## config.mk

```make
export PLATFORM = sky130hd
export DESIGN_NAME = note_recorder
export DESIGN_NICKNAME = d
export VERILOG_FILES = /design/src/rtl/note_recorder_pkg.sv /design/src/rtl/note_quantizer.sv /design/src/rtl/note_recorder.sv
export SDC_FILE = /design/constraint.sdc
export NUM_CORES = 1
export LEC_CHECK = 0
export CORE_MARGIN = 5
export CORE_UTILIZATION = 41
export CTS_CLUSTER_DIAMETER = 50
export DETAILED_ROUTE_END_ITERATION = 8
export PLACE_DENSITY = 0.69
export SYNTH_ARGS = -nofsm -noshare
export SYNTH_HDL_FRONTEND = slang
export SYNTH_SLANG_ARGS = --single-unit
```

## constraint.sdc

```tcl
create_clock -name clk -period 3.8 [get_ports clk]
set_input_delay 0.76 -clock clk [delete_from_list [all_inputs] [get_ports clk]]
set_output_delay 0.76 -clock clk [all_outputs]
set_load 0.005 [all_outputs]
```

## src/rtl/note_recorder_pkg.sv

```systemverilog
// Shared song-entry encoding and constants for the note recorder and the tone player.
package note_recorder_pkg;

    localparam int unsigned OCTAVE_BITS    = 3;
    localparam int unsigned NOTE_BITS      = 3;
    localparam int unsigned LENGTH_BITS    = 3;
    localparam int unsigned FULL_NOTE_BITS = 4;
    localparam int unsigned NUM_KEYS       = 7;
    localparam int unsigned SEG_W          = 32;
    localparam int unsigned DATA_W         = OCTAVE_BITS + NOTE_BITS + LENGTH_BITS;

    localparam logic [NOTE_BITS-1:0]   NOTE_REST  = NOTE_BITS'(7);
    localparam logic [LENGTH_BITS-1:0] MAX_LENGTH = LENGTH_BITS'(6);

    typedef enum logic [2:0] {
        ST_IDLE,
        ST_ARM,
        ST_RUN,
        ST_QUANT,
        ST_COMMIT
    } rec_state_e;

    typedef struct packed {
        logic [OCTAVE_BITS-1:0] octave;
        logic [NOTE_BITS-1:0]   note;
        logic [LENGTH_BITS-1:0] length;
    } song_entry_t;

    // Lowest set key wins; no key pressed encodes as a rest.
    function automatic logic [NOTE_BITS-1:0] active_note(input logic [NUM_KEYS-1:0] keys);
        logic [NOTE_BITS-1:0] n;
        n = NOTE_REST;
        for (int i = int'(NUM_KEYS) - 1; i >= 0; i--) begin
            if (keys[i]) begin
                n = NOTE_BITS'(i);
            end
        end
        return n;
    endfunction

endpackage

```

## src/rtl/note_quantizer.sv

```systemverilog
// Walks length codes L = 0..MAX_LENGTH, one per cycle, to find the first L with (T >> L) <= D.
module note_quantizer
    import note_recorder_pkg::*;
(
    input  logic                   clk,
    input  logic                   rst_n,
    input  logic                   start,
    input  logic                   active,
    input  logic [SEG_W-1:0]       dur,
    input  logic [SEG_W-1:0]       whole,
    output logic                   done_c,
    output logic                   discard_c,
    output logic [LENGTH_BITS-1:0] len_c
);

    logic [LENGTH_BITS-1:0] len_q;
    logic [LENGTH_BITS-1:0] len_d;
    logic                   hit_c;

    // One candidate per cycle; running out of codes means the segment is too short to keep.
    always_comb begin
        hit_c     = (whole >> len_q) <= dur;
        done_c    = active && (hit_c || (len_q == MAX_LENGTH));
        discard_c = done_c && !hit_c;
        len_c     = len_q;
        len_d     = len_q;
        if (start) begin
            len_d = '0;
        end else if (active && !done_c) begin
            len_d = LENGTH_BITS'(len_q + 1'b1);
        end
    end

    always_ff @(posedge clk or negedge rst_n) begin
        if (!rst_n) begin
            len_q <= '0;
        end else begin
            len_q <= len_d;
        end
    end

endmodule

```

## src/rtl/note_recorder.sv

```systemverilog
// Records live key play as quantized {octave, note, length} entries into the song RAM write port.
module note_recorder
    import note_recorder_pkg::*;
#(
    parameter int unsigned CLK_HZ = 100_000_000,
    parameter int unsigned DEPTH  = 64,
    parameter int unsigned ADDR_W = 6
) (
    input  logic                      clk,
    input  logic                      rst_n,
    input  logic                      en,
    input  logic [NUM_KEYS-1:0]       key,
    input  logic [OCTAVE_BITS-1:0]    octave,
    input  logic [FULL_NOTE_BITS-1:0] full_note,
    output logic                      wr_en,
    output logic [ADDR_W-1:0]         wr_addr,
    output logic [DATA_W-1:0]         wr_data,
    output logic [ADDR_W:0]           count,
    output logic                      full,
    output logic                      busy
);

    localparam logic [ADDR_W:0] DEPTH_C = (ADDR_W + 1)'(DEPTH);

    rec_state_e             state_q, state_d;
    logic [NUM_KEYS-1:0]    key_s1_q, key_s1_d;
    logic [NUM_KEYS-1:0]    key_s2_q, key_s2_d;
    logic                   en_prev_q, en_prev_d;
    logic [SEG_W-1:0]       t_q, t_d;
    logic [SEG_W-1:0]       seg_cnt_q, seg_cnt_d;
    logic [NOTE_BITS-1:0]   seg_note_q, seg_note_d;
    logic [OCTAVE_BITS-1:0] seg_oct_q, seg_oct_d;
    logic [SEG_W-1:0]       dur_q, dur_d;
    logic [NOTE_BITS-1:0]   pend_note_q, pend_note_d;
    logic [OCTAVE_BITS-1:0] pend_oct_q, pend_oct_d;
    logic                   exit_q, exit_d;
    logic [ADDR_W:0]        count_q, count_d;
    logic                   wr_en_q, wr_en_d;
    logic [ADDR_W-1:0]      wr_addr_q, wr_addr_d;
    song_entry_t            wr_data_q, wr_data_d;
    logic                   full_q, full_d;
    logic                   busy_q, busy_d;

    logic [NOTE_BITS-1:0]   note_cur_c;
    logic                   en_rise_c;
    logic [63:0]            prod_c;
    logic [SEG_W-1:0]       t_new_c;
    logic                   q_start_c;
    logic                   q_done_c;
    logic                   q_discard_c;
    logic [LENGTH_BITS-1:0] q_len_c;

    note_quantizer u_quant (
        .clk       (clk),
        .rst_n     (rst_n),
        .start     (q_start_c),
        .active    (state_q == ST_QUANT),
        .dur       (dur_q),
        .whole     (t_q),
        .done_c    (q_done_c),
        .discard_c (q_discard_c),
        .len_c     (q_len_c)
    );

    always_comb begin
        key_s1_d    = key;
        key_s2_d    = key_s1_q;
        en_prev_d   = en;
        state_d     = state_q;
        t_d         = t_q;
        seg_cnt_d   = seg_cnt_q;
        seg_note_d  = seg_note_q;
        seg_oct_d   = seg_oct_q;
        dur_d       = dur_q;
        pend_note_d = pend_note_q;
        pend_oct_d  = pend_oct_q;
        exit_d      = exit_q;
        count_d     = count_q;
        wr_en_d     = 1'b0;
        wr_addr_d   = wr_addr_q;
        wr_data_d   = wr_data_q;
        q_start_c   = 1'b0;

        note_cur_c = active_note(key_s2_q);
        en_rise_c  = en && !en_prev_q;
        prod_c     = 64'(full_note) * 64'(CLK_HZ);
        t_new_c    = (prod_c[63:32] != '0) ? '1 : prod_c[31:0];

        // The current segment keeps aging while an earlier one is being quantized.
        if ((state_q == ST_RUN || state_q == ST_QUANT || state_q == ST_COMMIT) && (seg_cnt_q != '1)) begin
            seg_cnt_d = SEG_W'(seg_cnt_q + 1'b1);
        end

        case (state_q)
            ST_IDLE: begin
                if (en_rise_c) begin
                    count_d = '0;
                    t_d     = t_new_c;
                    exit_d  = 1'b0;
                    if (t_new_c != '0) begin
                        state_d = ST_ARM;
                    end
                end
            end
            ST_ARM: begin
                if (!en) begin
                    state_d = ST_IDLE;
                end else if (note_cur_c != NOTE_REST) begin
                    seg_cnt_d  = SEG_W'(1);
                    seg_note_d = note_cur_c;
                    seg_oct_d  = octave;
                    state_d    = ST_RUN;
                end
            end
            ST_RUN: begin
                if (!en) begin
                    // A held note is flushed on session end; a trailing rest is not.
                    if (seg_note_q != NOTE_REST) begin
                        dur_d       = seg_cnt_q;
                        pend_note_d = seg_note_q;
                        pend_oct_d  = seg_oct_q;
                        exit_d      = 1'b1;
                        q_start_c   = 1'b1;
                        state_d     = ST_QUANT;
                    end else begin
                        state_d = ST_IDLE;
                    end
                end else if (note_cur_c != seg_note_q) begin
                    dur_d       = seg_cnt_q;
                    pend_note_d = seg_note_q;
                    pend_oct_d  = seg_oct_q;
                    seg_cnt_d   = SEG_W'(1);
                    seg_note_d  = note_cur_c;
                    seg_oct_d   = octave;
                    q_start_c   = 1'b1;
                    state_d     = ST_QUANT;
                end
            end
            ST_QUANT: begin
                if (q_done_c) begin
                    if (q_discard_c) begin
                        state_d = exit_q ? ST_IDLE : ST_RUN;
                    end else begin
                        state_d = ST_COMMIT;
                        if (count_q < DEPTH_C) begin
                            wr_en_d   = 1'b1;
                            wr_addr_d = count_q[ADDR_W-1:0];
                            wr_data_d = '{octave: pend_oct_q, note: pend_note_q, length: q_len_c};
                        end
                    end
                end
            end
            ST_COMMIT: begin
                if (wr_en_q) begin
                    count_d = (ADDR_W + 1)'(count_q + 1'b1);
                end
                state_d = exit_q ? ST_IDLE : ST_RUN;
            end
            default: begin
                state_d = ST_IDLE;
            end
        endcase

        busy_d = (state_d == ST_QUANT) || (state_d == ST_COMMIT);
        full_d = (count_d == DEPTH_C);
    end

    always_ff @(posedge clk or negedge rst_n) begin
        if (!rst_n) begin
            state_q     <= ST_IDLE;
            key_s1_q    <= '0;
            key_s2_q    <= '0;
            en_prev_q   <= 1'b0;
            t_q         <= '0;
            seg_cnt_q   <= '0;
            seg_note_q  <= '0;
            seg_oct_q   <= '0;
            dur_q       <= '0;
            pend_note_q <= '0;
            pend_oct_q  <= '0;
            exit_q      <= 1'b0;
            count_q     <= '0;
            wr_en_q     <= 1'b0;
            wr_addr_q   <= '0;
            wr_data_q   <= '0;
            full_q      <= 1'b0;
            busy_q      <= 1'b0;
        end else begin
            state_q     <= state_d;
            key_s1_q    <= key_s1_d;
            key_s2_q    <= key_s2_d;
            en_prev_q   <= en_prev_d;
            t_q         <= t_d;
            seg_cnt_q   <= seg_cnt_d;
            seg_note_q  <= seg_note_d;
            seg_oct_q   <= seg_oct_d;
            dur_q       <= dur_d;
            pend_note_q <= pend_note_d;
            pend_oct_q  <= pend_oct_d;
            exit_q      <= exit_d;
            count_q     <= count_d;
            wr_en_q     <= wr_en_d;
            wr_addr_q   <= wr_addr_d;
            wr_data_q   <= wr_data_d;
            full_q      <= full_d;
            busy_q      <= busy_d;
        end
    end

    assign wr_en   = wr_en_q;
    assign wr_addr = wr_addr_q;
    assign wr_data = wr_data_q;
    assign count   = count_q;
    assign full    = full_q;
    assign busy    = busy_q;

endmodule

```

==> results of run 1 <==
-- layout make-up --
type                       instances  area [um2]  area share, %
multi-input combinational        644        5010           46.1
sequential                       144        3600           33.2
timing repair buffer             131        1130           10.4
clock buffer                      20         447           4.11
tap                              275         344           3.17
inverter                          59         221           2.04
clock inverter                    12         110           1.01
-- layer usage --
metal / up-vias / global-route usage [%] / routed length, um
li1: 3377 / - / -
met1: 3469 / 23.0 / 9510
met2: 116 / 28.3 / 9780
met3: 29 / 3.21 / 712
met4: 0 / 5.83 / 361
met5: - / 0 / 0
-- report_power, final --
group	total, mW	switching [mW]	internal (mW)
registers	2.15	0.289	1.87
logic	3.24	1.63	1.61
clock network	1.56	0.643	0.918
-- path summary, 6_finish.rpt --
| kind | startpoint | end | slack [ps] |
|---|---|---|---|
| max reg2reg | u_quant.len_c[0]$_DFFE_PN0P_ | wr_addr[0]$_DFFE_PN0P_ | 210 |
| min | key_s1_q[3]$_DFF_PN0_ | key_s2_q[3]$_DFF_PN0_ | 350 |
| max in group asynchronous | rst_n | dur_q[4]$_DFFE_PN0P_ | 2670 |
| max | full_note[1] | state_q[0]$_DFF_PN0_ | 120 |
| min in group asynchronous | rst_n | count[6]$_DFF_PN0_ | 380 |
| min reg2reg | key_s1_q[3]$_DFF_PN0_ | key_s2_q[3]$_DFF_PN0_ | 350 |
-- layout by cell type, fill, tap and decap left out, types with 5 or more instances in the layout --
cell type          n
fa_1               7
a21oi_1           45
buf_4             85
xor2_1            28
xnor2_1            9
nand3_1           27
ha_4               6
and3_1             8
o21ai_0           43
ha_1              52
nor3_1            11
a21o_1             7
o31ai_1            5
mux2_2            65
nand2_1           89
clkbuf_16         17
nand2b_1           5
clkdlybuf4s50_1   37
mux2_4             9
nand4_1           24
and4_1             5
o211ai_1           7
mux2i_1           26
nor2_1            67
or4_1              5
inv_1             55
dfrtp_1          144
and2_1             5
nor2b_1            5
-- critical path, stage by stage --
cell and delay (ps):
buf_8 100, fa_1 590, inv_2 50, fa_1 560, inv_2 80, ha_4 300, nand4_1 200, buf_6 200
nor4_4 280, a211oi_2 60, xnor2_1 230, nand4_1 140, nor4_2 280, o211ai_1 120
-- sequential cells by signal, summed over array words and instances (netlist names), 6 cells and up --
signal / cells
wr_data: 9
dur_q: 32
wr_addr: 6
count: 7
seg_cnt_q: 32
key_s1_q: 7
key_s2_q: 7
t_q: 21
-- logic make-up (layout without fill, tap and decap cells) --
family,count (synthesis),after routing,share of synthesized area [%]
flip-flops,144,144,40.9
AND/OR/NAND/NOR,283,283,16.0
buffers and inverters,96,222,4.74
XOR/XNOR,37,37,3.68
multiplexers,103,103,13.6
AO/OA/AOI/OAI,155,155,11.1
adder cells (fa/ha/maj),66,66,10.0
-- through the flow --
step                      instances  setup TNS [ps]  area, um2  power (mW)  utilization (%)
final                          1285               0      10900        6.96             51.5
after global routing           1285           -9.55      10900        7.49             51.5
after CTS                      1281               0      10800        6.88             51.3
after detailed placement       1245           -5260      10100        5.18             47.7
after global placement         1245           -4250      10100        5.09             47.7
after floorplan                 884           -80.4       8830        4.17                -
-- repair_timing --
action	in CTS	in global routing
pin swaps	17	13
endpoints found under the setup margin	6	16
buffers inserted	4	4
resized for setup	33	16
==> summary.md, run 1 <==
| Metric | Value |
|---|---|
| Outcome | completed |
| Min-delay worst type | flop to flop |
| Commonest cells post-synth | 144 x dfrtp_1, 90 x nand2_1, 67 x nor2_1, 65 x mux2_2 |
| Unrepaired setup endpoints after global routing | true |
| Synth unique cells | 68 |
| Placement row count | 53 |
| Cell count after synthesis | around 880 |
| Crit share post-route | between 90 and 100% |
| Slew Viols, Final | 0 |
| Post-synth top area share | 40.9% |
| Die Ht | 157 um |
| Maximum root-to-sink buffer count | 2 |
| GRT Overall Usage | ~17% |
| Pleak | 5.00 nW |
| Ys flop type | dfrtp_1 |
| Synth Warn # | 0 |
| Die width | around 160 um |
| Critical path arrival | 3960 ps |
| Synth Cell Area | between 8000 and 9000 um2 |
| Maxcap violations | 0 |
| Vias in the first global route | around 7100 |
| Worst hold margin | 346 ps |
| CTS tree | yes |
| Placer Congestion | approximately 0.9 |
| Drt total wl | 20400 um |
| Setup violators final | 0 |
| Total vias in the final route | between 6000 and 7000 |
| Largest net degree at the start of global routing | 83 |
| Final net count | between 1000 and 1500 |
| CP Class | primary input to flop |
| Initial detailed-routing violation count | around 340 |
| H-tree levels | 4 |
| Syn-to-layout area delta | 23.2% |
| Worst hold path depth | 0 |
| CP Launch Type | primary input |
| Top cells by area, synth | dfrtp_1 41%, mux2_2 8.3%, ha_1 8.2% |
| Die area | between 20000 and 25000 um2 |
| DRC viols | 0 |
| FILL cells | ~1900 |
| Clock sinks | 144 |
| Worst VDD drop | 0.383 mV |
| Reg2Reg Depth | 12 |
| Final Hold Vio Count | 0 |
| Slew @ Worst Pin | between 800 and 900 ps |
| Root buffer cell | clkbuf_16 |
| Diode count | 0 |
| First-pass GRT wire length | around 35000 um |
| Worst skew pair latency | 420 ps |
| Crit-path max FO | 6 |
| CP Data Required Time | about 4100 ps |
| Synth area leader | dfrtp_1 |
| Initial antenna violation count | 0 |
| Reg clk slew, reported paths | 60 ps |
| Post-synthesis sequential area ratio | 40.9% |
| Post-route ant nets | 0 |
| Via density | 5.44 |
| Worst clock skew | about 8.3 ps |
| Syn nets | ~970 |
| Top-count cell post-synth | dfrtp_1 |
| Flops & latches, synth | 144 |
| Worst slew margin | ~45% |
| Post-synthesis async set-or-reset flop share | 100% |
| Crit. End Element | flop |
| Post-detail-place hpwl | between 15000 and 20000 um |
| Drt pass-1 iters | 4 |
| Total global routing overflow | 0 |
| I/O pins | between 40 and 50 |
| Setup ws final | 122 ps |
| IO Port Bufs | a little over 40 |
| Num CTS Buffers | 17 |
| F_max | 0.272 GHz |
| WL/cell | roughly 16 um |
| CTS Hold Bufs | 0 |
| EDFF count, synth | 0 |
| Fin crit period | roughly 3700 ps |
| Core area | 21100 um2 |
| Worst slack, placed | -880 ps |
| Pwr dens | approximately 640 nW/um2 |
| Syn_area_per_cell | between 9 and 10 um2 |
| Starting Density | 41.8% |
| Layout cell share with drive strength beyond 1 | roughly a quarter |
Power figures use the tool's default switching activity.
==> run 2: changes to the inputs <==
--- a/config.mk
+++ b/config.mk
@@ -10,6 +10,7 @@
 export CTS_CLUSTER_DIAMETER = 50
 export DETAILED_ROUTE_END_ITERATION = 8
 export PLACE_DENSITY = 0.69
+export SLEW_MARGIN = 20
 export SYNTH_ARGS = -nofsm -noshare
 export SYNTH_HDL_FRONTEND = slang
 export SYNTH_SLANG_ARGS = --single-unit
==> results of run 2 <==
The final DEF is identical to that of run 1; final timing and power are the same.
